### config.mk
export PLATFORM = sky130hd
export DESIGN_NAME = echo_portal_multi_flat
export DESIGN_NICKNAME = d
export VERILOG_FILES = /design/src/rtl/echo_portal_multi_if.sv /design/src/rtl/echo_portal_multi.sv /design/src/flat_wrapper.sv
export SDC_FILE = /design/constraint.sdc
export NUM_CORES = 1
export LEC_CHECK = 0
export BUFFER_PORTS_ARGS = -buffer_cell sky130_fd_sc_hd__buf_2
export CORE_UTILIZATION = 25
export CTS_BUF_LIST = sky130_fd_sc_hd__clkbuf_16
export DETAILED_ROUTE_END_ITERATION = 7
export SLEW_MARGIN = 15
export SYNTH_ARGS = -nofsm -noshare
export SYNTH_HDL_FRONTEND = slang
export SYNTH_SLANG_ARGS = --single-unit
### constraint.sdc
create_clock -name CLK -period 3.1 [get_ports CLK]
set_input_delay 0.31 -clock CLK [delete_from_list [all_inputs] [get_ports CLK]]
set_output_delay 0.31 -clock CLK [all_outputs]
set_load 0.02 [all_outputs]
### src/rtl/echo_portal_multi_if.sv
// Host-side bus of the echo portal: per-channel request/indication
// handshakes, interrupt summary and message-size query.
interface echo_portal_multi_if #(
    parameter int NUM_CH = 4,
    parameter int DATA_W = 32
);
    logic [NUM_CH*DATA_W-1:0] request_say_v;
    logic [NUM_CH-1:0]        EN_request_say;
    logic [NUM_CH-1:0]        RDY_request_say;
    logic [NUM_CH-1:0]        EN_indications_deq;
    logic [NUM_CH-1:0]        RDY_indications_deq;
    logic [NUM_CH-1:0]        indications_notEmpty;
    logic [NUM_CH*DATA_W-1:0] indications_first;
    logic                     intr_status;
    logic [31:0]              intr_channel;
    logic [15:0]              messageSize_size_methodNumber;
    logic [15:0]              messageSize_size;
    logic                     RDY_intr_status;
    logic                     RDY_intr_channel;
    logic                     RDY_messageSize_size;

    // Host side: drives strobes/payloads, observes readiness and data.
    modport master (
        output request_say_v, EN_request_say, EN_indications_deq,
               messageSize_size_methodNumber,
        input  RDY_request_say, RDY_indications_deq, indications_notEmpty,
               indications_first, intr_status, intr_channel, messageSize_size,
               RDY_intr_status, RDY_intr_channel, RDY_messageSize_size
    );

    // Portal side.
    modport slave (
        input  request_say_v, EN_request_say, EN_indications_deq,
               messageSize_size_methodNumber,
        output RDY_request_say, RDY_indications_deq, indications_notEmpty,
               indications_first, intr_status, intr_channel, messageSize_size,
               RDY_intr_status, RDY_intr_channel, RDY_messageSize_size
    );
endinterface

### src/rtl/echo_portal_multi.sv
// Multi-channel echo portal: every accepted request word is copied (optionally
// byte-reversed) into that channel's own indication FIFO. Channels never
// interact except through the interrupt summary.
module echo_portal_multi #(
    parameter int NUM_CH = 4,
    parameter int DATA_W = 32,
    parameter int DEPTH  = 4,
    parameter int SWAP   = 0
) (
    input  logic CLK,
    input  logic RST_N,
    echo_portal_multi_if.slave bus
);
    localparam int PTR_W = $clog2(DEPTH);
    localparam int CNT_W = $clog2(DEPTH + 1);

    logic [NUM_CH-1:0]        not_empty;
    logic [NUM_CH-1:0]        rdy_req;
    logic [NUM_CH*DATA_W-1:0] first_flat;
    logic [31:0]              intr_ch;

    for (genvar gi = 0; gi < NUM_CH; gi++) begin : g_ch
        logic [DATA_W-1:0] mem_q [DEPTH];
        logic [PTR_W-1:0]  wr_ptr_q, wr_ptr_d;
        logic [PTR_W-1:0]  rd_ptr_q, rd_ptr_d;
        logic [CNT_W-1:0]  count_q, count_d;
        logic [DATA_W-1:0] din;
        logic [DATA_W-1:0] din_sw;
        logic              full;
        logic              wr_en;
        logic              rd_en;

        assign din = bus.request_say_v[gi*DATA_W +: DATA_W];

        if (SWAP != 0) begin : g_swap
            for (genvar bi = 0; bi < DATA_W/8; bi++) begin : g_byte
                assign din_sw[bi*8 +: 8] = din[DATA_W-8-bi*8 +: 8];
            end
        end else begin : g_noswap
            assign din_sw = din;
        end

        assign full          = (count_q == CNT_W'(DEPTH));
        assign not_empty[gi] = (count_q != '0);
        // A pop in the same cycle frees a slot, so a full FIFO may still accept.
        assign rdy_req[gi]   = !full || bus.EN_indications_deq[gi];
        assign wr_en         = bus.EN_request_say[gi] && rdy_req[gi];
        // Pop only what was already stored; a same-cycle push into empty is not poppable.
        assign rd_en         = bus.EN_indications_deq[gi] && not_empty[gi];

        assign first_flat[gi*DATA_W +: DATA_W] =
            not_empty[gi] ? mem_q[rd_ptr_q] : '0;

        // Next pointers and occupancy; pointers wrap naturally at power-of-2 depth.
        always_comb begin
            wr_ptr_d = wr_ptr_q;
            rd_ptr_d = rd_ptr_q;
            count_d  = count_q;
            if (wr_en) wr_ptr_d = wr_ptr_q + PTR_W'(1);
            if (rd_en) rd_ptr_d = rd_ptr_q + PTR_W'(1);
            case ({wr_en, rd_en})
                2'b10:   count_d = count_q + CNT_W'(1);
                2'b01:   count_d = count_q - CNT_W'(1);
                default: count_d = count_q;
            endcase
        end

        // Pointer/count state, cleared immediately by reset.
        always_ff @(posedge CLK or negedge RST_N) begin
            if (!RST_N) begin
                wr_ptr_q <= '0;
                rd_ptr_q <= '0;
                count_q  <= '0;
            end else begin
                wr_ptr_q <= wr_ptr_d;
                rd_ptr_q <= rd_ptr_d;
                count_q  <= count_d;
            end
        end

        // Payload storage; contents need no reset since reads are gated by occupancy.
        always_ff @(posedge CLK) begin
            if (wr_en) mem_q[wr_ptr_q] <= din_sw;
        end
    end

    // Lowest-index non-empty channel wins; zero when nothing is pending.
    always_comb begin
        intr_ch = '0;
        for (int k = NUM_CH - 1; k >= 0; k--) begin
            if (not_empty[k]) intr_ch = 32'(k);
        end
    end

    assign bus.RDY_request_say      = rdy_req;
    assign bus.RDY_indications_deq  = not_empty;
    assign bus.indications_notEmpty = not_empty;
    assign bus.indications_first    = first_flat;
    assign bus.intr_status          = |not_empty;
    assign bus.intr_channel         = intr_ch;
    assign bus.messageSize_size     =
        (bus.messageSize_size_methodNumber == 16'd0) ? 16'(DATA_W) : 16'd0;
    assign bus.RDY_intr_status      = RST_N;
    assign bus.RDY_intr_channel     = RST_N;
    assign bus.RDY_messageSize_size = RST_N;
endmodule
### src/flat_wrapper.sv
// flat-port wrapper written by rule: the top's interface ports become plain ports
module echo_portal_multi_flat 
#(
    parameter int NUM_CH = 4,
    parameter int DATA_W = 32,
    parameter int DEPTH  = 4,
    parameter int SWAP   = 0
)
  (CLK, RST_N, bus_request_say_v, bus_EN_request_say, bus_EN_indications_deq, bus_messageSize_size_methodNumber, bus_RDY_request_say, bus_RDY_indications_deq, bus_indications_notEmpty, bus_indications_first, bus_intr_status, bus_intr_channel, bus_messageSize_size, bus_RDY_intr_status, bus_RDY_intr_channel, bus_RDY_messageSize_size);
  echo_portal_multi_if #(.NUM_CH(NUM_CH), .DATA_W(DATA_W)) bus_i ();
  input  logic CLK;
  input  logic RST_N;
  input wire logic [$bits(bus_i.request_say_v)-1:0] bus_request_say_v;
  input wire logic [$bits(bus_i.EN_request_say)-1:0] bus_EN_request_say;
  input wire logic [$bits(bus_i.EN_indications_deq)-1:0] bus_EN_indications_deq;
  input wire logic [$bits(bus_i.messageSize_size_methodNumber)-1:0] bus_messageSize_size_methodNumber;
  output wire logic [$bits(bus_i.RDY_request_say)-1:0] bus_RDY_request_say;
  output wire logic [$bits(bus_i.RDY_indications_deq)-1:0] bus_RDY_indications_deq;
  output wire logic [$bits(bus_i.indications_notEmpty)-1:0] bus_indications_notEmpty;
  output wire logic [$bits(bus_i.indications_first)-1:0] bus_indications_first;
  output wire logic [$bits(bus_i.intr_status)-1:0] bus_intr_status;
  output wire logic [$bits(bus_i.intr_channel)-1:0] bus_intr_channel;
  output wire logic [$bits(bus_i.messageSize_size)-1:0] bus_messageSize_size;
  output wire logic [$bits(bus_i.RDY_intr_status)-1:0] bus_RDY_intr_status;
  output wire logic [$bits(bus_i.RDY_intr_channel)-1:0] bus_RDY_intr_channel;
  output wire logic [$bits(bus_i.RDY_messageSize_size)-1:0] bus_RDY_messageSize_size;
  assign bus_i.request_say_v = bus_request_say_v;
  assign bus_i.EN_request_say = bus_EN_request_say;
  assign bus_i.EN_indications_deq = bus_EN_indications_deq;
  assign bus_i.messageSize_size_methodNumber = bus_messageSize_size_methodNumber;
  assign bus_RDY_request_say = bus_i.RDY_request_say;
  assign bus_RDY_indications_deq = bus_i.RDY_indications_deq;
  assign bus_indications_notEmpty = bus_i.indications_notEmpty;
  assign bus_indications_first = bus_i.indications_first;
  assign bus_intr_status = bus_i.intr_status;
  assign bus_intr_channel = bus_i.intr_channel;
  assign bus_messageSize_size = bus_i.messageSize_size;
  assign bus_RDY_intr_status = bus_i.RDY_intr_status;
  assign bus_RDY_intr_channel = bus_i.RDY_intr_channel;
  assign bus_RDY_messageSize_size = bus_i.RDY_messageSize_size;
  echo_portal_multi #(.NUM_CH(NUM_CH), .DATA_W(DATA_W), .DEPTH(DEPTH), .SWAP(SWAP)) u_core (.CLK(CLK), .RST_N(RST_N), .bus(bus_i));
endmodule
# After elaboration in Yosys (flattened, before gate mapping)
# Memory sizes are Yosys's and may differ from the RTL's.
# Index checks and enable logic that the tools add are counted.
[totals]
reg_bits = 28
mem_bits_rw = 512
inputBits = 154
out_inout_bits = 192
elab_cells = 91
mem_count = 4
[mem_list]
columns = ["name", "depth", "width", "rd", "rd_ports_with_merged_regs", "write_ports", "line_no", "rtl"]
rows = [
  ["u_core.g_ch[0].mem_q", 4, 32, 1, 0, 1, "echo_portal_multi.sv:23", "logic [DATA_W-1:0] mem_q [DEPTH];"],
  ["u_core.g_ch[1].mem_q", 4, 32, 1, 0, 1, "echo_portal_multi.sv:23", ""],
  ["u_core.g_ch[2].mem_q", 4, 32, 1, 0, 1, "echo_portal_multi.sv:23", ""],
  ["u_core.g_ch[3].mem_q", 4, 32, 1, 0, 1, "echo_portal_multi.sv:23", ""],
]
[op_classes]
n_addsub = 16
eq_ne = 12
muxes = 21
reduce_logical = 26
[op_table]
columns = ["operator", "n"]
rows = [
  ["32-bit two-way mux", 4],
  ["3-bit one-hot mux with 2 select lines", 4],
  ["2-bit by 1-bit adder with 2-bit output, second input constant", 8],
  ["16-bit logical NOT", 1],
  ["3-bit by 1-bit adder with 3-bit output, second input constant", 4],
  ["3-bit equality test, second input constant", 4],
  ["3-bit nonzero test", 4],
  ["3-bit by 1-bit subtractor with 3-bit output, second input constant", 4],
  ["2-bit by 1-bit equality test with 1-bit output, second input constant", 4],
  ["2-bit equality test, second input constant", 4],
  ["1-bit logical AND", 8],
  ["1-bit two-way mux", 8],
  ["2-bit two-way mux", 4],
  ["2-bit nonzero test", 4],
  ["6-bit two-way mux", 1],
  ["1-bit logical NOT", 4],
  ["1-bit logical OR", 4],
  ["4-bit OR reduction", 1],
]

# Logic depth before layout (Yosys ltp)
# Gate-level depths: netlist of run 1.
[logic_depth]
depth_word = 6
ltp_mapped = 10
mapped_depth_nobuf = 9

# Worst setup path before layout of run 1
# Ideal clock, no wire load.
[synth_path]
path_kind = "flip-flop to flip-flop"
startpoint = "reg u_core.g_ch[1].count_q[0]"
endpoint = "reg u_core.g_ch[1].count_q[2]"
setup_time_ps = 79
arrival_ps = 2246
required_ps = 3021
setup_slack_ps = 775
stages_incl_launch_ff = 11
path_cell_list = "dfrtp_1 > or4b_1 > buf_2 > and2_4 > inv_2 > ha_1 > inv_1 > fa_1 > xor2_1 > nor2_1 > xor2_1"
[synth_via]
elab_chain_len = 6
[synth_lines]
columns = ["item", "line_no", "rtl"]
rows = [
  ["start: declaration", "echo_portal_multi.sv:26", "logic [CNT_W-1:0] count_q, count_d;"],
  ["start signal: assignment", "echo_portal_multi.sv:77", "count_q <= count_d;"],
  ["3-bit equality test *", "echo_portal_multi.sv:43", "assign full = (count_q == CNT_W'(DEPTH));"],
  ["1-bit logical NOT *", "echo_portal_multi.sv:46", "assign rdy_req[gi] = !full || bus.EN_indications_deq[gi];"],
  ["1-bit logical OR *", "echo_portal_multi.sv:46", ""],
  ["net bus_RDY_request_say[1]", "flat_wrapper.sv:17", "output wire logic [$bits(bus_i.RDY_request_say)-1:0] bus_RDY_request_say;"],
  ["1-bit logical AND *", "echo_portal_multi.sv:47", "assign wr_en = bus.EN_request_say[gi] && rdy_req[gi];"],
  ["2-bit by 1-bit equality test with 1-bit output or 2-bit equality test (tied branches)", "echo_portal_multi.sv:61", "case ({wr_en, rd_en})"],
  ["3-bit one-hot mux with 2 select lines or 2-bit nonzero test (tied branches)", "--", ""],
]
# The timed path passes the listed nets; every way through them passes the cells marked *.
# A chain may end at the register's enable or synchronous reset.

# Worst setup path after layout of run 1
[layout_path]
startpoint = "reg u_core.g_ch[3].rd_ptr_q[1]"
endpoint = "out bus_indications_first[108]"
[layout_via]
elab_chain_len = 2
[layout_lines]
columns = ["item", "line_no", "rtl"]
rows = [
  ["start: declaration", "echo_portal_multi.sv:25", "logic [PTR_W-1:0] rd_ptr_q, rd_ptr_d;"],
  ["start signal: assignment", "echo_portal_multi.sv:76", "rd_ptr_q <= rd_ptr_d;"],
  ["memory read 4 x 32 bit", "--", ""],
  ["32-bit two-way mux", "echo_portal_multi.sv:52", "not_empty[gi] ? mem_q[rd_ptr_q] : '0;"],
  ["end: declaration", "flat_wrapper.sv:20", "output wire logic [$bits(bus_i.indications_first)-1:0] bus_indications_first;"],
]
# Every way passes these cells.

==> out/summary.txt, run 1 <==
Commonest register cell after synthesis -> edfxtp_1
Final setup viols -> 0
Number of synthesized flops with an enable pin -> 512
Max Freq -> 371 MHz
Inst Count DP -> 2,440
Final core utilization -> 0.321
Worst skew pair latency -> 0.61 ns
DRT antenna net count -> 0
Crit Path Max Fanout -> 33
# fillers -> 8,226
Final wirelength -> 46,500 um
Outcome -> completed
Synthesized flop and latch total -> 540
Met1 Usage GRT -> 0.128
Most frequent cells after synthesis -> 512 x edfxtp_1, 132 x and2_1, 128 x mux4_2
Fin cells -> 2,688
Largest net degree at the start of global routing -> 40
Met2 Track Usage GR -> 0.183
Final period utilization -> 0.869
Slew Limit Fails -> 0
Synthesis warning total -> 0
GRT Residual Overflow -> 0
Synth area leader -> edfxtp_1
Synth area leaders -> edfxtp_1 71%, mux4_2 13%, and2_1 3.8%, dfrtp_1 3.3%, buf_4 1.8%
Clock Tree Root -> clkbuf_16
Final Hold Fails -> 0
GP Congestion -> 0.710
Most common cell in the synthesized netlist -> edfxtp_1
Critical path endpoint category -> output port
Worst slack, placed -> 0.623 ns
Synth cell types -> 34
Initial antenna violation count -> 3
Synthesized instance count -> 1,036
Slew margin rel. -> 0.283
Max Cap Viol -> 0
WL/cell -> 17.3 um
Syn Area/Cell -> 20.8 um2
HP Class -> input port to asynchronous set/reset pin
Worst-Margin Slew -> 1.08 ns
Seq/Total Area, Yosys -> 0.746
Starting Density -> 0.253
DR iter-0 viols -> 586
Port bufs -> 300
Die ar. -> 0.0874 mm2
Detailed Place HPWL -> 27,900 um
I/O Pins -> 346
Worst endpoint data arrival time -> 2.39 ns
WS Path Type -> flip-flop to output port
CTS sink cnt -> 540
Setup Skew -> 0.0157 ns
Vias after detailed routing -> 10,916
Die Ht -> 296 um
Busiest grt layer -> met2
Clk buf depth -> 3
Area Overhead vs Synth -> 27.0%
First-pass GRT wire length -> 70,000 um
Top-area cell type share of the netlist area -> 0.714
Die W -> 296 um
Worst IR drop on VDD -> 0.560 mV
CTS clk-pin slew, worst paths -> 0.06 ns
RSZ-0062 raised after global routing -> false
Crit path launch type -> flip-flop
Remaining DRCs -> 0
Fin Setup TNS -> 0 ns
TritonRoute pass-1 iters -> 4
Total CTS buffers -> 60
Area of the core -> 0.0853 mm2
CTS Hold Buffers Added -> 137
Power per cell area -> 965 mW/mm2
Number of cell rows -> 107
CP Data Required Time -> 2.79 ns
Post-CTS Setup Repair Bufs -> 0
Post-Place Cell Area -> 0.0241 mm2
Nets@finish -> 1,673
Final worst slack -> 0.405 ns
Total power -> 26.4 mW
Min Tclk post-route -> 2.70 ns
Post-synthesis async set-or-reset flop share -> 0.0519
Cell area after synthesis -> 0.0215 mm2
Vias per Instance -> 4.06
CTS tree -> yes
Vias in the first global route -> 11,934
GRT Total Usage -> 0.106
CTS H-tree depth -> 2
Grt met3 use -> 0.0296
CTS-repair resized insts -> 0
Hold WS -> 0.132 ns
Share of layout cells above drive strength 1 -> 0.370
Final Cell Area -> 0.0274 mm2
Leak -> 9.70 nW
-- placed cells by master (no fill, tap or decap), types with 3 or more instances in the layout --
master	netlist	final
dfrtp_2	0	6
mux4_2	128	128
nor2_1	5	5
xnor2_2	4	4
and3_2	0	12
dfrtp_1	28	22
buf_2	21	300
inv_1	20	33
conb_1	1	45
buf_4	52	14
o21ai_2	3	3
nand3_1	8	8
and2_4	4	4
ha_1	20	20
inv_6	0	4
fa_1	4	4
clkbuf_16	0	61
clkinv_2	0	14
xor2_1	12	12
nor4_1	4	4
and2_1	132	132
inv_2	6	6
buf_12	0	4
and3_1	16	4
or4b_1	4	4
clkinv_1	0	9
dlygate4sd3_1	0	137
clkinvlp_4	0	4
edfxtp_1	512	512
xnor2_1	8	8
-- layout make-up --
type	instances	area, um2	share of cell area
sequential	540	16100	0.588
multi-input combinational	412	4850	0.177
timing repair buffer	455	3060	0.112
clock buffer	61	1530	0.0558
tap	1144	1430	0.0523
clock inverter	49	307	0.0112
inverter	26	97.6	0.00357
antenna	1	2.50	0.0000915
-- where the power goes --
part / leakage, nW / internal (mW) / total [mW] / switching [mW]
logic: 3.73 / 4.01 / 9.57 / 5.56
registers: 5.02 / 9.66 / 10.2 / 0.568
clock network: 0.951 / 3.73 / 6.59 / 2.86
-- path summary, 6_finish.rpt --
kind	to	depth (start not counted)	from	slack (ns)
worst max-delay path	bus_indications_first[108]	3	u_core.g_ch[3].rd_ptr_q[1]	0.40
worst min-delay path	u_core.g_ch[1].count_q[0]	2	RST_N	0.13
worst max register to register	u_core.g_ch[2].count_q[2]	9	u_core.g_ch[2].count_q[0]	0.62
worst min register to register	u_core.g_ch[3].count_q[2]	1	u_core.g_ch[3].count_q[2]	0.49
max in group asynchronous	u_core.g_ch[3].rd_ptr_q[1]	3	RST_N	2.28
min in group CLK	u_core.g_ch[0].mem_q[2][2]	2	bus_request_say_v[2]	0.44
-- registers in the layout (all words and copies together), names as in the netlist --
signal / count
u_core.g_ch.rd_ptr_q: 8
u_core.g_ch.count_q: 12
u_core.g_ch.mem_q: 512
u_core.g_ch.wr_ptr_q: 8
-- kinds of logic (layout without fill, tap and decap cells) --
group / Yosys count / in the layout / share of synthesized area
AO/OA/AOI/OAI: 8 / 8 / 0.00250
XOR/XNOR: 24 / 24 / 0.0111
adder cells (fa/ha/maj): 24 / 24 / 0.0153
buffers and inverters: 128 / 591 / 0.0371
flip-flops: 540 / 540 / 0.746
multiplexers: 130 / 130 / 0.135
other: 1 / 46 / 0.000174
AND/OR/NAND/NOR: 181 / 181 / 0.0529
-- per-layer routing --
metal  vias to the layer above  share of wire
met3                        70          0.062
met4                         2          0.021
li1                       4905              -
met5                         -        0.00028
met1                      5659           0.41
met2                       280           0.51
-- worst max-delay path: stages (launching register included) --
cell and delay [ns]:
dfrtp_2 0.98, mux4_2 0.42, and2_1 0.18, buf_2 0.16
No activity file was read; power rests on OpenSTA's default activity.
==> run 2: changes to the inputs <==
--- a/config.mk
+++ b/config.mk
@@ -6,7 +6,7 @@
 export NUM_CORES = 1
 export LEC_CHECK = 0
 export BUFFER_PORTS_ARGS = -buffer_cell sky130_fd_sc_hd__buf_2
-export CORE_UTILIZATION = 25
+export CORE_UTILIZATION = 38
 export CTS_BUF_LIST = sky130_fd_sc_hd__clkbuf_16
 export DETAILED_ROUTE_END_ITERATION = 7
 export SLEW_MARGIN = 15
==> run 2 against run 1 <==
Against the previous run: non-clock buffer count is 15 higher; sequential share of layout area grew 1.1 points; global-route usage is 4.5 points higher; register-to-register slack gained 0.04 ns; die area shrank 34%; cell area decreased by 1.9%; via count is 0.46% lower; cell count decreased by 14%; clock-buffer cell count down 4; critical endpoint is now bus_intr_channel[1]; highest routed layer is now met4.
==> out/summary.txt, run 2 (synthesis results as in run 1) <==
Outcome -> completed
WL/cell -> 18.8 um
Commonest non-fill, non-tap cells in the layout -> 512 x edfxtp_1, 300 x buf_2, 137 x dlygate4sd3_1, 132 x and2_1, 128 x mux4_2
Clk buf depth -> 3
Die ar. -> 0.0577 mm2
Die Ht -> 240 um
Final wirelength -> 43,200 um
HP Class -> input port to flip-flop
CTS sink cnt -> 540
Max incr delay on CP -> 0.61 ns
Total power -> 26.0 mW
DRT antenna net count -> 0
Crit Path Max Fanout -> 39
Max Cap Viol -> 0
Remaining DRCs -> 0
Slew Limit Fails -> 0
First-pass GRT wire length -> 66,100 um
Hold_sp -> bus_request_say_v[52]
Clock Tree Root -> clkbuf_16
RSZ-0062 raised after global routing -> false
Leak -> 9.72 nW
Final Hold Fails -> 0
Final core utilization -> 0.483
Port bufs -> 300
Critical path, cell by cell -> or3_4, a211oi_1, buf_2
Most common cell after layout, fill and taps aside -> edfxtp_1
Area of the core -> 0.0555 mm2
Largest regs -> u_core.g_ch.mem_q x512, u_core.g_ch.count_q x12
GP Congestion -> 0.734
Number of cell rows -> 86
TritonRoute pass-1 iters -> 4
Setup Skew -> 0.0266 ns
CTS tree -> yes
Worst-Margin Slew -> 0.937 ns
Min Tclk post-route -> 2.70 ns
Slowest stage cell on the critical path -> or3_4
Share of layout cells above drive strength 1 -> 0.361
DR iter-0 viols -> 397
Area Overhead vs Synth -> 24.6%
Nets@finish -> 1,684
Starting Density -> 0.388
Vias in the first global route -> 11,624
Final setup viols -> 0
Total CTS buffers -> 56
Hold Path Stages -> 2
Fin Setup TNS -> 0 ns
CTS clk-pin slew, worst paths -> 0.06 ns
Power per cell area -> 970 mW/mm2
Max Freq -> 370 MHz
GRT Total Usage -> 0.150
GRT Residual Overflow -> 0
Vias per Instance -> 4.73
Worst r2r src -> u_core.g_ch[0].count_q[1]
Crit path launch type -> flip-flop
Worst skew pair latency -> 0.60 ns
Initial antenna violation count -> 2
Largest net degree at the start of global routing -> 40
Worst reg2reg path endpoint -> u_core.g_ch[0].count_q[2]
Vias after detailed routing -> 10,866
Post-CTS Setup Repair Bufs -> 0
Largest reg by FF count -> u_core.g_ch.mem_q
Slew margin rel. -> 0.375
Final period utilization -> 0.872
Flip-flop count of the largest register after layout -> 512
Critical path endpoint category -> output port
R2R depth -> 9
Detailed Place HPWL -> 25,800 um
Die W -> 240 um
R2R setup slack -> 0.66 ns
Worst IR drop on VDD -> 0.699 mV
WS Path Type -> flip-flop to output port
Worst endpoint data arrival time -> 2.39 ns
CP Data Required Time -> 2.79 ns
WHS Endpoint -> u_core.g_ch[1].mem_q[0][20]
I/O Pins -> 346
Inst Count DP -> 2,059
Fin cells -> 2,299
CTS H-tree depth -> 2
Hold WS -> 0.463 ns
run 2: worst max-delay path by stage:
stage	from	to
floorplan	u_core.g_ch[1].count_q[0]	u_core.g_ch[1].count_q[2]
global placement	u_core.g_ch[3].count_q[1]	u_core.g_ch[3].count_q[2]
detailed placement	u_core.g_ch[0].count_q[1]	u_core.g_ch[0].count_q[2]
CTS	u_core.g_ch[2].rd_ptr_q[0]	bus_indications_first[90]
global route	u_core.g_ch[3].rd_ptr_q[0]	bus_indications_first[119]
finish	u_core.g_ch[0].count_q[1]	bus_intr_channel[1]
run 2: what timing repair did:
action | CTS | global route
hold endpoints to repair | 548 | 0
setup endpoints to repair | 0 | 0
gates resized for setup | 0 | 0
hold buffers | 137 | 0
run 2: cell type report:
cell class / count / area [um2]
Fill cell: 4662 / 28700
Clock inverter: 45 / 314
Antenna cell: 1 / 2.50
Multi-Input combinational cell: 412 / 4840
Timing Repair Buffer: 470 / 3150
Clock buffer: 57 / 1430
Sequential cell: 540 / 16100
Inverter: 26 / 97.6
Tap cell: 748 / 936
run 2: power breakdown:
part           total, mW  switching [mW]  internal, mW
Sequential          10.1           0.448          9.64
Clock               6.33            2.68          3.65
Combinational       9.61            5.57          4.04
Total               26.0            8.71          17.3
run 2: stage by stage:
step	instance area [um2]	setup slack (ns)
floorplan	21700	0.775
detailed placement	23700	0.692
global route	26800	0.237
global placement	23700	0.750
finish	26800	0.397
CTS	26800	0.312
run 2: worst max-delay path: cells and delay by family, from the launching register on:
kind                   cells  cell delay (ns)
AOI/OAI and AO/OA          1             0.51
buffers and inverters      1             0.27
DFF                        1             0.41
and+or+nand+nor            1             0.61
run 2: metal layers:
layer  track usage  share of wire  routed length [um]  vias to the layer above
li1              -              -                   -                     4919
met3        0.0366          0.061                2660                       56
met1         0.189           0.41               17700                     5604
met5             0              0                   0                        -
met4        0.0394          0.017                 733                        0
met2         0.259           0.51               22200                      287
==> run 3: changes to the inputs <==
--- a/config.mk
+++ b/config.mk
@@ -5,10 +5,11 @@
 export SDC_FILE = /design/constraint.sdc
 export NUM_CORES = 1
 export LEC_CHECK = 0
-export BUFFER_PORTS_ARGS = -buffer_cell sky130_fd_sc_hd__buf_2
 export CORE_UTILIZATION = 38
 export CTS_BUF_LIST = sky130_fd_sc_hd__clkbuf_16
+export CTS_CLUSTER_SIZE = 12
 export DETAILED_ROUTE_END_ITERATION = 7
+export DONT_BUFFER_PORTS = 1
 export SLEW_MARGIN = 15
 export SYNTH_ARGS = -nofsm -noshare
 export SYNTH_HDL_FRONTEND = slang
==> run 3 against run 2 <==
Against the previous run: first-iteration DRC count increased by 21%; clock-buffer cell count decreased by 1; critical path type unchanged; largest power group unchanged; maximum frequency increased by 2.0%; non-clock buffer count decreased by 297; largest cell class unchanged; register-to-register slack got worse by 0.17 ns; total power decreased by 6.4%; hold slack got worse by 0.37 ns; via count decreased by 10%; clock power decreased by 7.3%.
==> out/summary.txt, run 3 (synthesis results as in run 1) <==
Post-Place Cell Area -> 0.0223 mm2
Detailed Place HPWL -> 24,400 um
Psw -> 8.29 mW
Worst setup path end -> bus_indications_first[36]
Max Freq -> 377 MHz
Die ar. -> 0.0577 mm2
Vias in the first global route -> 10,262
CTS tree -> yes
CTS clk-pin slew, worst paths -> 0.06 ns
TritonRoute pass-1 iters -> 5
CTS-repair resized insts -> 0
WL/cell -> 20.8 um
HP Class -> input port to flip-flop
Remaining DRCs -> 0
Final period utilization -> 0.855
Fin Setup TNS -> 0 ns
Min Tclk post-route -> 2.65 ns
Flip-flop count of the largest register after layout -> 512
Worst IR drop on VDD -> 0.510 mV
CTS sink cnt -> 540
DRT antenna net count -> 0
DR iter-0 viols -> 481
Crit path from -> u_core.g_ch[1].count_q[0]
CTS H-tree depth -> 2
Outcome -> completed
WS Path Type -> flip-flop to output port
Initial antenna violation count -> 2
Slew margin rel. -> 0.551
Final core utilization -> 0.455
CP Data Required Time -> 2.79 ns
Max Cap Viol -> 0
Worst skew pair latency -> 0.59 ns
Setup Skew -> 0.0194 ns
Largest reg by FF count -> u_core.g_ch.mem_q
Fin cells -> 1,993
Share of layout cells above drive strength 1 -> 0.203
Crit Path Max Fanout -> 34
Final wirelength -> 41,500 um
Vias per Instance -> 4.90
Worst-Margin Slew -> 0.673 ns
GP Congestion -> 0.683
Crit path launch type -> flip-flop
Number of cell rows -> 86
I/O Pins -> 346
GRT Total Usage -> 0.143
Nets@finish -> 1,386
Worst r2r src -> u_core.g_ch[1].count_q[0]
Power per cell area -> 965 mW/mm2
Worst endpoint data arrival time -> 2.34 ns
Combinational power share -> 0.344
Worst reg2reg path endpoint -> u_core.g_ch[1].count_q[2]
Post-CTS Setup Repair Bufs -> 0
Critical path endpoint category -> output port
Internal power -> 16.1 mW
Inst Count DP -> 1,761
R2R depth -> 9
Total CTS buffers -> 55
Largest regs -> u_core.g_ch.mem_q x512, u_core.g_ch.count_q x12
Slew Limit Fails -> 0
GRT Residual Overflow -> 0
Vias after detailed routing -> 9,757
Clock power frac -> 0.241
Final Hold Fails -> 0
Final setup viols -> 0
Clk buf depth -> 3
Port bufs -> 0
Area Overhead vs Synth -> 17.2%
Largest net degree at the start of global routing -> 38
Commonest non-fill, non-tap cells in the layout -> 512 x edfxtp_1, 137 x dlygate4sd3_1, 132 x and2_1, 128 x mux4_2, 56 x clkbuf_16
Most common cell after layout, fill and taps aside -> edfxtp_1
Area of the core -> 0.0555 mm2
Leak -> 8.50 nW
Total power -> 24.4 mW
First-pass GRT wire length -> 61,800 um
Part of the power in registers -> 0.415
RSZ-0062 raised after global routing -> false
Clock Tree Root -> clkbuf_16
Sw Ratio -> 0.340
Final Cell Area -> 0.0253 mm2
Die Ht -> 240 um
Starting Density -> 0.388
R2R setup slack -> 0.49 ns
Die W -> 240 um
-- run 3: cell count changes in the layout (fill, tap and decap cells not counted), sizes merged --
cell,change
clkinv,-14
bufinv,-3
buf,-297
clkinvlp,+1
inv,+7
diode,+1
clkbuf,-1
-- run 3: cell type report --
cell class | count | area, um2
Antenna cell | 2 | 5.00
Clock buffer | 56 | 1400
Clock inverter | 36 | 190
Fill cell | 4699 | 30300
Inverter | 26 | 97.6
Multi-Input combinational cell | 412 | 4840
Sequential cell | 540 | 16100
Tap cell | 748 | 936
Timing Repair Buffer | 173 | 1700
-- run 3: power by group through the flow --
stage	sequential [mW]	combinational (mW)	clock [mW]
2_1_floorplan	10.0	6.88	0
3_3_place_gp	10.2	8.36	0
3_5_place_dp	10.3	8.36	0
4_1_cts	10.1	8.61	6.07
5_1_grt	10.3	9.02	6.33
6_report	10.1	8.37	5.87
-- run 3: critical path, stage by stage, from the launching register on --
cell and delay, ns:
dfrtp_1 0.42, or3_2 0.68, buf_4 0.35, and2_1 0.30
-- run 3: worst min-delay path by stage --
stage | startpoint | endpoint | slack [ns] | cells past startpoint
after global routing | bus_EN_indications_deq[2] | u_core.g_ch[2].wr_ptr_q[1] | 0.09 | 3
after floorplan | RST_N | u_core.g_ch[0].count_q[0] | 0.01 | 0
final | bus_EN_indications_deq[2] | u_core.g_ch[2].wr_ptr_q[0] | 0.09 | 3
after global placement | RST_N | u_core.g_ch[0].wr_ptr_q[1] | 0.02 | 0
after CTS | bus_EN_indications_deq[2] | u_core.g_ch[2].wr_ptr_q[1] | 0.05 | 3
after detailed placement | RST_N | u_core.g_ch[1].wr_ptr_q[0] | 0.02 | 0
-- run 3: repair_timing --
action	4_1_cts	5_1_grt
endpoints found under the hold margin	556	0
setup endpoints to repair	0	0
hold buffers	138	0
-- run 3: metal layers --
metal  global-route usage  vias to the layer above  routed length, um
li1                     -                     4323                  -
met3               0.0464                       56               2910
met5                    0                        -                 13
met1                0.181                     5119              17200
met4               0.0386                        2                774
met2                0.236                      257              20500
-- run 3: stage by stage --
stage | hold WS (ns) | worst slack, ns
3_3_place_gp | 0.0194 | 0.552
5_1_grt | 0.0927 | 0.314
3_5_place_dp | 0.0196 | 0.503
4_1_cts | 0.0489 | 0.373
6_report | 0.0949 | 0.450
2_1_floorplan | 0.0144 | 0.775
